File: src/rtl/debounce_multi.sv
// -----------------------------------------------------------------------------
// debounce_multi
//
// N-channel, counter-based push-button debouncer for the clock's set / mode /
// alarm buttons. Each channel is fully independent:
//
//   inp[i] -> sync1 -> sync2 -> stability counter -> outp[i] (+ rise/fall)
//
// The two-flop synchroniser brings the asynchronous button level into the
// cclk domain. The stability counter then requires the synchronised level to
// differ from the current debounced level for STABLE_TICKS consecutive cycles
// before outp follows it. A single cycle back at the old level clears the
// count, so any bounce shorter than STABLE_TICKS is fully absorbed.
//
// rise/fall are registered one-cycle pulses. They assert in the same cycle
// that outp changes. A clean input step sampled into sync1 at edge k shows on
// outp (and rise/fall) at edge k+1+STABLE_TICKS.
//
// Optional feature (compile-time macro DEBOUNCE_AUTOREPEAT_EN):
//   While a button stays pressed, extra rise pulses are generated. The first
//   comes REPEAT_DELAY cycles after the press pulse, and the rest follow every
//   REPEAT_PERIOD cycles. Repeats stop in the cycle outp returns to 0; fall is
//   unaffected. With the macro undefined, no repeat logic exists and the
//   REPEAT_* parameters have no effect.
//
// Parameters
//   N              number of button channels (>= 1)
//   STABLE_TICKS   cycles the synchronised input must differ from outp (>= 1)
//   REPEAT_DELAY   press pulse to first auto-repeat pulse, in cycles (>= 1)
//   REPEAT_PERIOD  spacing of subsequent auto-repeat pulses, in cycles (>= 1)
//
// Ports
//   cclk        in   1  system clock; all logic on posedge
//   clr         in   1  synchronous active-high reset
//   inp  [N-1:0] in      raw asynchronous button inputs, active-high
//   outp [N-1:0] out     debounced level (registered)
//   rise [N-1:0] out     one-cycle pulse on debounced 0->1 (and auto-repeat)
//   fall [N-1:0] out     one-cycle pulse on debounced 1->0
// -----------------------------------------------------------------------------
module debounce_multi #(
  parameter int N             = 4,
  parameter int STABLE_TICKS  = 4,
  parameter int REPEAT_DELAY  = 8,
  parameter int REPEAT_PERIOD = 4
) (
  input  logic         cclk,
  input  logic         clr,
  input  logic [N-1:0] inp,
  output logic [N-1:0] outp,
  output logic [N-1:0] rise,
  output logic [N-1:0] fall
);

  // Stability counter: it only ever holds 0 .. STABLE_TICKS-1.
  localparam int CNT_W = $clog2(STABLE_TICKS + 1);
  localparam logic [CNT_W-1:0] CNT_LAST = CNT_W'(STABLE_TICKS - 1);

  // Legal configuration flag. The empty block below keeps every parameter
  // referenced in both builds; an illegal setting shows up as this block
  // existing in the elaborated hierarchy.
  localparam bit CFG_OK = (N >= 1) && (STABLE_TICKS >= 1) &&
                          (REPEAT_DELAY >= 1) && (REPEAT_PERIOD >= 1);

  if (!CFG_OK) begin : g_illegal_config
  end

`ifdef DEBOUNCE_AUTOREPEAT_EN
  // The repeat counter only ever holds 0 .. max(DELAY, PERIOD)-1.
  localparam int RPT_MAX  = (REPEAT_DELAY > REPEAT_PERIOD) ? REPEAT_DELAY : REPEAT_PERIOD;
  localparam int RPT_W    = $clog2(RPT_MAX + 1);
  localparam logic [RPT_W-1:0] DLY_LAST = RPT_W'(REPEAT_DELAY - 1);
  localparam logic [RPT_W-1:0] PER_LAST = RPT_W'(REPEAT_PERIOD - 1);
`endif

  genvar gi;
  for (gi = 0; gi < N; gi++) begin : g_ch

    logic             sync1_reg;
    logic             sync2_reg;
    logic [CNT_W-1:0] cnt_reg,  cnt_next;
    logic             outp_reg, outp_next;
    logic             rise_reg, rise_next;
    logic             fall_reg, fall_next;

    // Debounced edges detected by the stability counter, before any
    // auto-repeat pulses are merged into rise.
    logic             edge_rise;
    logic             edge_fall;

    // -------------------------------------------------------------------
    // Stability counter and debounced level
    // -------------------------------------------------------------------
    always_comb begin
      cnt_next  = '0;
      outp_next = outp_reg;
      edge_rise = 1'b0;
      edge_fall = 1'b0;
      if (sync2_reg != outp_reg) begin
        if (cnt_reg == CNT_LAST) begin
          // Input has disagreed for STABLE_TICKS cycles: accept it and
          // restart the count from zero for the next transition.
          outp_next = sync2_reg;
          edge_rise = sync2_reg;
          edge_fall = ~sync2_reg;
        end else begin
          cnt_next = cnt_reg + 1'b1;
        end
      end
      // sync2 == outp leaves cnt_next at 0: a glitch that returns to the
      // old level throws away all progress.
    end

`ifdef DEBOUNCE_AUTOREPEAT_EN
    // -------------------------------------------------------------------
    // Auto-repeat
    //
    // rpt_reg counts cycles since the last press or repeat pulse.
    // rpt_phase_reg selects the target: 0 means waiting out the initial
    // REPEAT_DELAY after the press pulse, 1 means steady REPEAT_PERIOD
    // repetition. Both are held at 0 whenever outp is 0. Counting starts
    // on the edge after the press pulse, so the first repeat lands exactly
    // REPEAT_DELAY cycles after it.
    // -------------------------------------------------------------------
    logic [RPT_W-1:0] rpt_reg, rpt_next;
    logic             rpt_phase_reg, rpt_phase_next;
    logic             rpt_fire;

    always_comb begin
      rpt_next       = '0;
      rpt_phase_next = 1'b0;
      rpt_fire       = 1'b0;
      // Only while outp is high and stays high this cycle. A repeat that
      // would collide with the release edge is suppressed.
      if (outp_reg && outp_next) begin
        rpt_phase_next = rpt_phase_reg;
        if (rpt_reg == (rpt_phase_reg ? PER_LAST : DLY_LAST)) begin
          rpt_fire       = 1'b1;
          rpt_phase_next = 1'b1;
        end else begin
          rpt_next = rpt_reg + 1'b1;
        end
      end
    end

    always_ff @(posedge cclk) begin
      if (clr) begin
        rpt_reg       <= '0;
        rpt_phase_reg <= 1'b0;
      end else begin
        rpt_reg       <= rpt_next;
        rpt_phase_reg <= rpt_phase_next;
      end
    end

    always_comb begin
      rise_next = edge_rise | rpt_fire;
      fall_next = edge_fall;
    end
`else
    always_comb begin
      rise_next = edge_rise;
      fall_next = edge_fall;
    end
`endif

    // -------------------------------------------------------------------
    // State registers. Reset clears the synchroniser too, so a button held
    // through reset is reported as a fresh press after the full latency.
    // -------------------------------------------------------------------
    always_ff @(posedge cclk) begin
      if (clr) begin
        sync1_reg <= 1'b0;
        sync2_reg <= 1'b0;
        cnt_reg   <= '0;
        outp_reg  <= 1'b0;
        rise_reg  <= 1'b0;
        fall_reg  <= 1'b0;
      end else begin
        sync1_reg <= inp[gi];
        sync2_reg <= sync1_reg;
        cnt_reg   <= cnt_next;
        outp_reg  <= outp_next;
        rise_reg  <= rise_next;
        fall_reg  <= fall_next;
      end
    end

    assign outp[gi] = outp_reg;
    assign rise[gi] = rise_reg;
    assign fall[gi] = fall_reg;

  end

endmodule

File: config.mk
export PLATFORM = sky130hd
export DESIGN_NAME = debounce_multi
export DESIGN_NICKNAME = d
export VERILOG_FILES = /design/src/rtl/debounce_multi.sv
export SDC_FILE = /design/constraint.sdc
export NUM_CORES = 1
export LEC_CHECK = 0
export CORE_ASPECT_RATIO = 0.75
export CORE_MARGIN = 1.5
export CORE_UTILIZATION = 23
export CTS_CLUSTER_SIZE = 14
export DETAILED_ROUTE_END_ITERATION = 6
export HOLD_SLACK_MARGIN = 0.12
export PLACE_DENSITY = 0.52
export SLEW_MARGIN = 20
export SYNTH_ARGS = -nofsm -noshare
export SYNTH_HDL_FRONTEND = slang
export SYNTH_SLANG_ARGS = --single-unit
File: constraint.sdc
create_clock -name cclk -period 1.8 [get_ports cclk]
set_clock_uncertainty 0.2 [all_clocks]
set_input_delay 0.27 -clock cclk [delete_from_list [all_inputs] [get_ports cclk]]
set_output_delay 0.27 -clock cclk [all_outputs]
set_load 0.01 [all_outputs]
==> results.toml, run 1 <==
[routing]
wirelength_mm = 1.62
routed_via_density = 3.71
ant_nets = 0
drc = 0
drt_iter0_drc = 22
drt-wirelength-per-cell_um = 8.87
vias = 676
firstDrtPassIters = 4

[sta]
rsz0062_at_grt = "no"
min_period_ns = 1.71
maxSlewHeadroom_pct = 79.2
final_max_slew_viol_count = 0
fmaxAchievable_mhz = 585
setup_viol = 0
worstMarginPinSlew_ns = 0.310
fin_crit_sh_pct = 95.0
tns_ns = 0
hold_violations = 0

[critical_path]
required_ns = 1.33
crit_buf_inv = 1
end_kind = "output pin"
cp_slowest_cell = "clkdlybuf4s50_1"
crit_family = "buffers and inverters"
cpPeakStageDelay_ns = 0.57
critPathLaunch = "g_ch[0].outp_reg$_SDFFE_PP0P_"
r2r_setup_slack_ns = 0.42
worstRegToRegCells = 4
path_depth = 1
setup.worst_path.class = "register to output pin"
worstPathArrival_ns = 1.24
crit_chain = "clkdlybuf4s50_1"
reg2reg_from = "g_ch[3].cnt_reg[0]$_SDFF_PP0_"
cp_max_fo = 5
reg2reg_to = "g_ch[3].outp_reg$_SDFFE_PP0P_"
start_kind = "register"

[clock_tree]
cts_sinks = 32
cts_tree = "done"
cts_root_buf = "clkbuf_8"
cts_buffers = 5
cts.path.max_buffers = 2
cts-hold-fix-buffers = 0
htreeDepth = 2
clock_latency_ns = 0.27
clk_pin_slew_ns = 0.06

[placed_design]
io_buffers = 17
dpl.hpwl_mm = 1.13
gp_congestion = 0.622
dp.cells = 174

[global_routing]
met1_usage_pct = 6.31
grt_pass1_vias = 725
grt_max_degree = 33
gr-usage-met3_pct = 3.50
grt_pass1_wl_mm = 2.92
grt.total_usage_pct = 6.92
antenna_found_initial = 0
use_met2_pct = 11.7
grt_most_used_layer = "met2"
grt-ovfl-total = 0

[power_and_ir_drop]
power_density_nw_per_um2 = 888
p_comb_share_pct = 3.3
peakVddDrop_uv = 283
power_frac_clock_pct = 41.4
swShare_pct = 19.5
design_power_total_mw = 1.31
internal-power_mw = 1.06
p_sw_mw = 0.256
pwr-share-seq_pct = 55.3
p_leak_nw = 0.518

[final_layout]
n_antenna_cell = 0
seqCellArea_um2 = 642
fin_nets = 123
multiInputGateArea_um2 = 450
finalNonFillerCells = 182
num-fill-cells = 505
drive_gt1_share_pct = 18.2
layout-area-overhead-vs-synth_pct = 21.8
largest_register_ffs = 12

[floorplanning]
core_area_um2 = 4980
dieArea_um2 = 5730
fp.dieW_um = 86.9
die_h_um = 65.9
num_io_pins = 18
initial_core_util_pct = 24.4
rows = 22

[synth]
ys_seq_elements = 32
yosysWarnings = 0
syn_inst = 99
netlist_area_um2 = 1210
ys_types = 12
syn_nets = 113
avgSynthCellArea_um2 = 12.3
ys_seq_area_share_pct = 52.8

[worst_hold_path]
min_from = "g_ch[3].cnt_reg[0]$_SDFF_PP0_"
worstHoldPathType = "register to register"
min_path_cells = 1
hold_path_end = "g_ch[3].cnt_reg[0]$_SDFF_PP0_"

[job]
drv_cap = 0

[run_status]
status = "finished clean"
==> repair_timing <==
| action | in CTS | in global routing |
|---|---|---|
| setup buffers | 0 | 0 |
| gates resized for setup | 0 | 1 |
| setup endpoints to repair | 0 | 1 |
==> layout by cell type (no fill, tap or decap) <==
master and n:
and4bb_2 8, buf_12 1, clkbuf_1 2, clkbuf_8 6, clkdlybuf4s50_1 17, dfxtp_1 31, dfxtp_2 1, ha_1 8
inv_1 4, mux2i_1 4, nor2_1 4, nor2b_1 8, nor4_1 8, nor4b_2 4, xnor2_1 4
==> cell families after synthesis <==
logic type,after synthesis,share of synthesized area (%)
buffers and inverters,19,10.1
xor gates and xnor gates,4,2.89
adders and majority gates,8,8.25
muxes,4,3.30
DFF,32,52.8
and+or+nand+nor,32,22.7
==> power by group through the flow <==
stage          Clock [mW]  Sequential [mW]  Combinational [mW]
5_1_grt             0.594            0.726              0.0481
4_1_cts             0.563            0.726              0.0443
3_5_place_dp            0            0.741              0.0442
3_3_place_gp            0            0.741              0.0434
6_report            0.543            0.725              0.0433
2_1_floorplan           0            0.739              0.0264
==> cells in the mapped netlist <==
cell / count / area share, %
inv_1: 4 / 1.2
ha_1: 8 / 8.2
nor4_1: 8 / 4.1
dfxtp_1: 32 / 53
mux2i_1: 4 / 3.3
xnor2_1: 4 / 2.9
nor2b_1: 8 / 4.1
buf_4: 13 / 8.0
nor2_1: 4 / 1.2
buf_2: 2 / 0.82
and4bb_2: 8 / 8.2
nor4b_2: 4 / 4.9
==> worst max-delay path by stage <==
stage | endpoint | slack, ns
final | outp[0] | 0.09
after global routing | outp[0] | 0.04
after CTS | outp[3] | 0.06
after detailed placement | g_ch[1].rise_reg$_SDFF_PP0_ | 0.25
after global placement | g_ch[2].fall_reg$_SDFF_PP0_ | 0.26
after floorplan | g_ch[1].fall_reg$_SDFF_PP0_ | 0.54
==> cell type report <==
cell class | instances | area share (%)
well taps | 72 | 6.10
repair buffers | 18 | 12.9
inverters | 4 | 1.02
clock buffers | 8 | 6.10
multi-input cells | 48 | 30.5
flip-flops and latches | 32 | 43.4
==> per-layer routing <==
layer / up-vias / part of all wire (%)
met3: 5 / 3.8
met5: - / 0
met1: 305 / 43
met4: 0 / 3.4
met2: 13 / 50
li1: 353 / -
==> per-stage QoR <==
step | util [%] | setup WS, ns | instance area (um2) | hold slack, ns
floorplan | - | 0.545 | 1210 | 0.198
global placement | 27.8 | 0.263 | 1390 | 0.215
detailed placement | 27.8 | 0.248 | 1390 | 0.222
CTS | 29.6 | 0.0602 | 1480 | 0.237
global route | 29.7 | 0.0354 | 1480 | 0.247
finish | 29.7 | 0.0896 | 1480 | 0.233
(Power assumes the default switching activity.)
==> run 2: changes to the inputs <==
CORE_ASPECT_RATIO = not set   (was 0.75)
==> run 2 against run 1 <==
Net effect: sequential power about the same; non-clock buffer count stayed put; sequential cell count did not move; wire length is 9.4% higher.
==> results.toml, run 2 (same netlist as run 1, synthesis figures left out) <==
[run_status]
status = "finished clean"

[floorplanning]
die_h_um = 75.6
dieArea_um2 = 5720
fp.dieW_um = 75.6
num_io_pins = 18
core_area_um2 = 5110
initial_core_util_pct = 23.8
rows = 26

[clock_tree]
postCtsSetupBuffers = 0
cts_sinks = 32
clk_pin_slew_ns = 0.06
cts_buffers = 5
clock_latency_ns = 0.27
cts-hold-fix-buffers = 0
cts_tree = "done"
cts_root_buf = "clkbuf_8"
cts.path.max_buffers = 2
cts-resized-gates = 0
htreeDepth = 2

[critical_path]
worstRegToRegCells = 3
end_kind = "output pin"
crit_buf_inv = 1
crit_chain = "clkdlybuf4s50_1"
worstPathArrival_ns = 1.25
cp_max_fo = 5
cpPeakStageDelay_ns = 0.57
setup.worst_path.class = "register to output pin"
reg2reg_from = "g_ch[2].cnt_reg[0]$_SDFF_PP0_"
required_ns = 1.33
reg2reg_to = "g_ch[2].cnt_reg[1]$_SDFF_PP0_"
start_kind = "register"
r2r_setup_slack_ns = 0.42
cp_slowest_cell = "clkdlybuf4s50_1"
crit_family = "buffers and inverters"

[worst_hold_path]
hold_path_end = "g_ch[0].cnt_reg[0]$_SDFF_PP0_"
min_from = "g_ch[0].cnt_reg[0]$_SDFF_PP0_"
min_path_cells = 1
worstHoldPathType = "register to register"

[final_layout]
finalInstanceArea_um2 = 1470
finalNonFillerCells = 180
largest_register_ffs = 12
layout_commonest_cell = "dfxtp_1"
fin_nets = 123
n_antenna_cell = 0
mostFrequentLayoutCells = "dfxtp_1, clkdlybuf4s50_1"
drive_gt1_share_pct = 17.3
fin_util_pct = 28.9
layout-area-overhead-vs-synth_pct = 21.4

[power_and_ir_drop]
p_leak_nw = 0.517
peakVddDrop_uv = 220
power_density_nw_per_um2 = 892

[global_routing]
grt_pass1_vias = 703
antenna_found_initial = 0
grt-ovfl-total = 0
grt_pass1_wl_mm = 2.95
grt.total_usage_pct = 7.38
grt_max_degree = 33

[placed_design]
io_buffers = 17
dp.cells = 172
dpl.hpwl_mm = 1.25
pre_cts_ws_ns = 0.237
gp_congestion = 0.698
placed_area_um2 = 1380

[sta]
min_period_ns = 1.72
maxSlewHeadroom_pct = 79.3
worstMarginPinSlew_ns = 0.308
setup_viol = 0
worst_slack_ns = 0.0822
fin_crit_sh_pct = 95.4
hold_violations = 0
final_max_slew_viol_count = 0
tns_ns = 0
fmaxAchievable_mhz = 582
rsz0062_at_grt = "no"

[job]
drv_cap = 0

[routing]
drc = 0
wirelength_mm = 1.77
firstDrtPassIters = 2
vias = 710
routed_via_density = 3.94
drt_iter0_drc = 13
drt-wirelength-per-cell_um = 9.82
ant_nets = 0
run 2: cell counts in the layout (fill, tap and decap cells not counted):
No cell type changed its count.
run 2: final cells by class:
cell class              count  area (um2)
clock buffers               8        90.1
flip-flops and latches     32         641
inverters                   4        15.0
multi-input cells          48         450
well taps                  70        87.6
fillers                   546        3630
repair buffers             18         190
run 2: how the worst max path moves through the flow:
stage / start / to / cells after the start
floorplan: g_ch[1].cnt_reg[0]$_SDFF_PP0_ / g_ch[1].fall_reg$_SDFF_PP0_ / 3
global placement: clr / g_ch[3].rise_reg$_SDFF_PP0_ / 3
detailed placement: clr / g_ch[3].rise_reg$_SDFF_PP0_ / 3
CTS: g_ch[1].outp_reg$_SDFFE_PP0P_ / outp[1] / 1
global route: g_ch[1].outp_reg$_SDFFE_PP0P_ / outp[1] / 1
finish: g_ch[1].outp_reg$_SDFFE_PP0P_ / outp[1] / 1
run 2: per-layer routing:
| layer | GRT usage [%] | wire length, um |
|---|---|---|
| met5 | 0 | 0 |
| met4 | 7.14 | 70 |
| met3 | 2.51 | 62 |
| met2 | 12.9 | 929 |
| met1 | 6.55 | 705 |
run 2: stage by stage:
step                hold WS, ns  total power, mW
floorplan                 0.198            0.766
global placement          0.216            0.783
detailed placement        0.226            0.785
CTS                       0.235             1.34
global route              0.253             1.37
finish                    0.230             1.32
run 2: report_power, final:
part / switching (mW) / internal (mW)
Clock: 0.235 / 0.311
Sequential: 0.00593 / 0.720
Combinational: 0.0182 / 0.0256
==> run 3: changes to the inputs <==
SKIP_LAST_GASP = 1   (was not set)
==> results of run 3 <==
No change in the layout: final DEF, timing and power equal those of run 2.
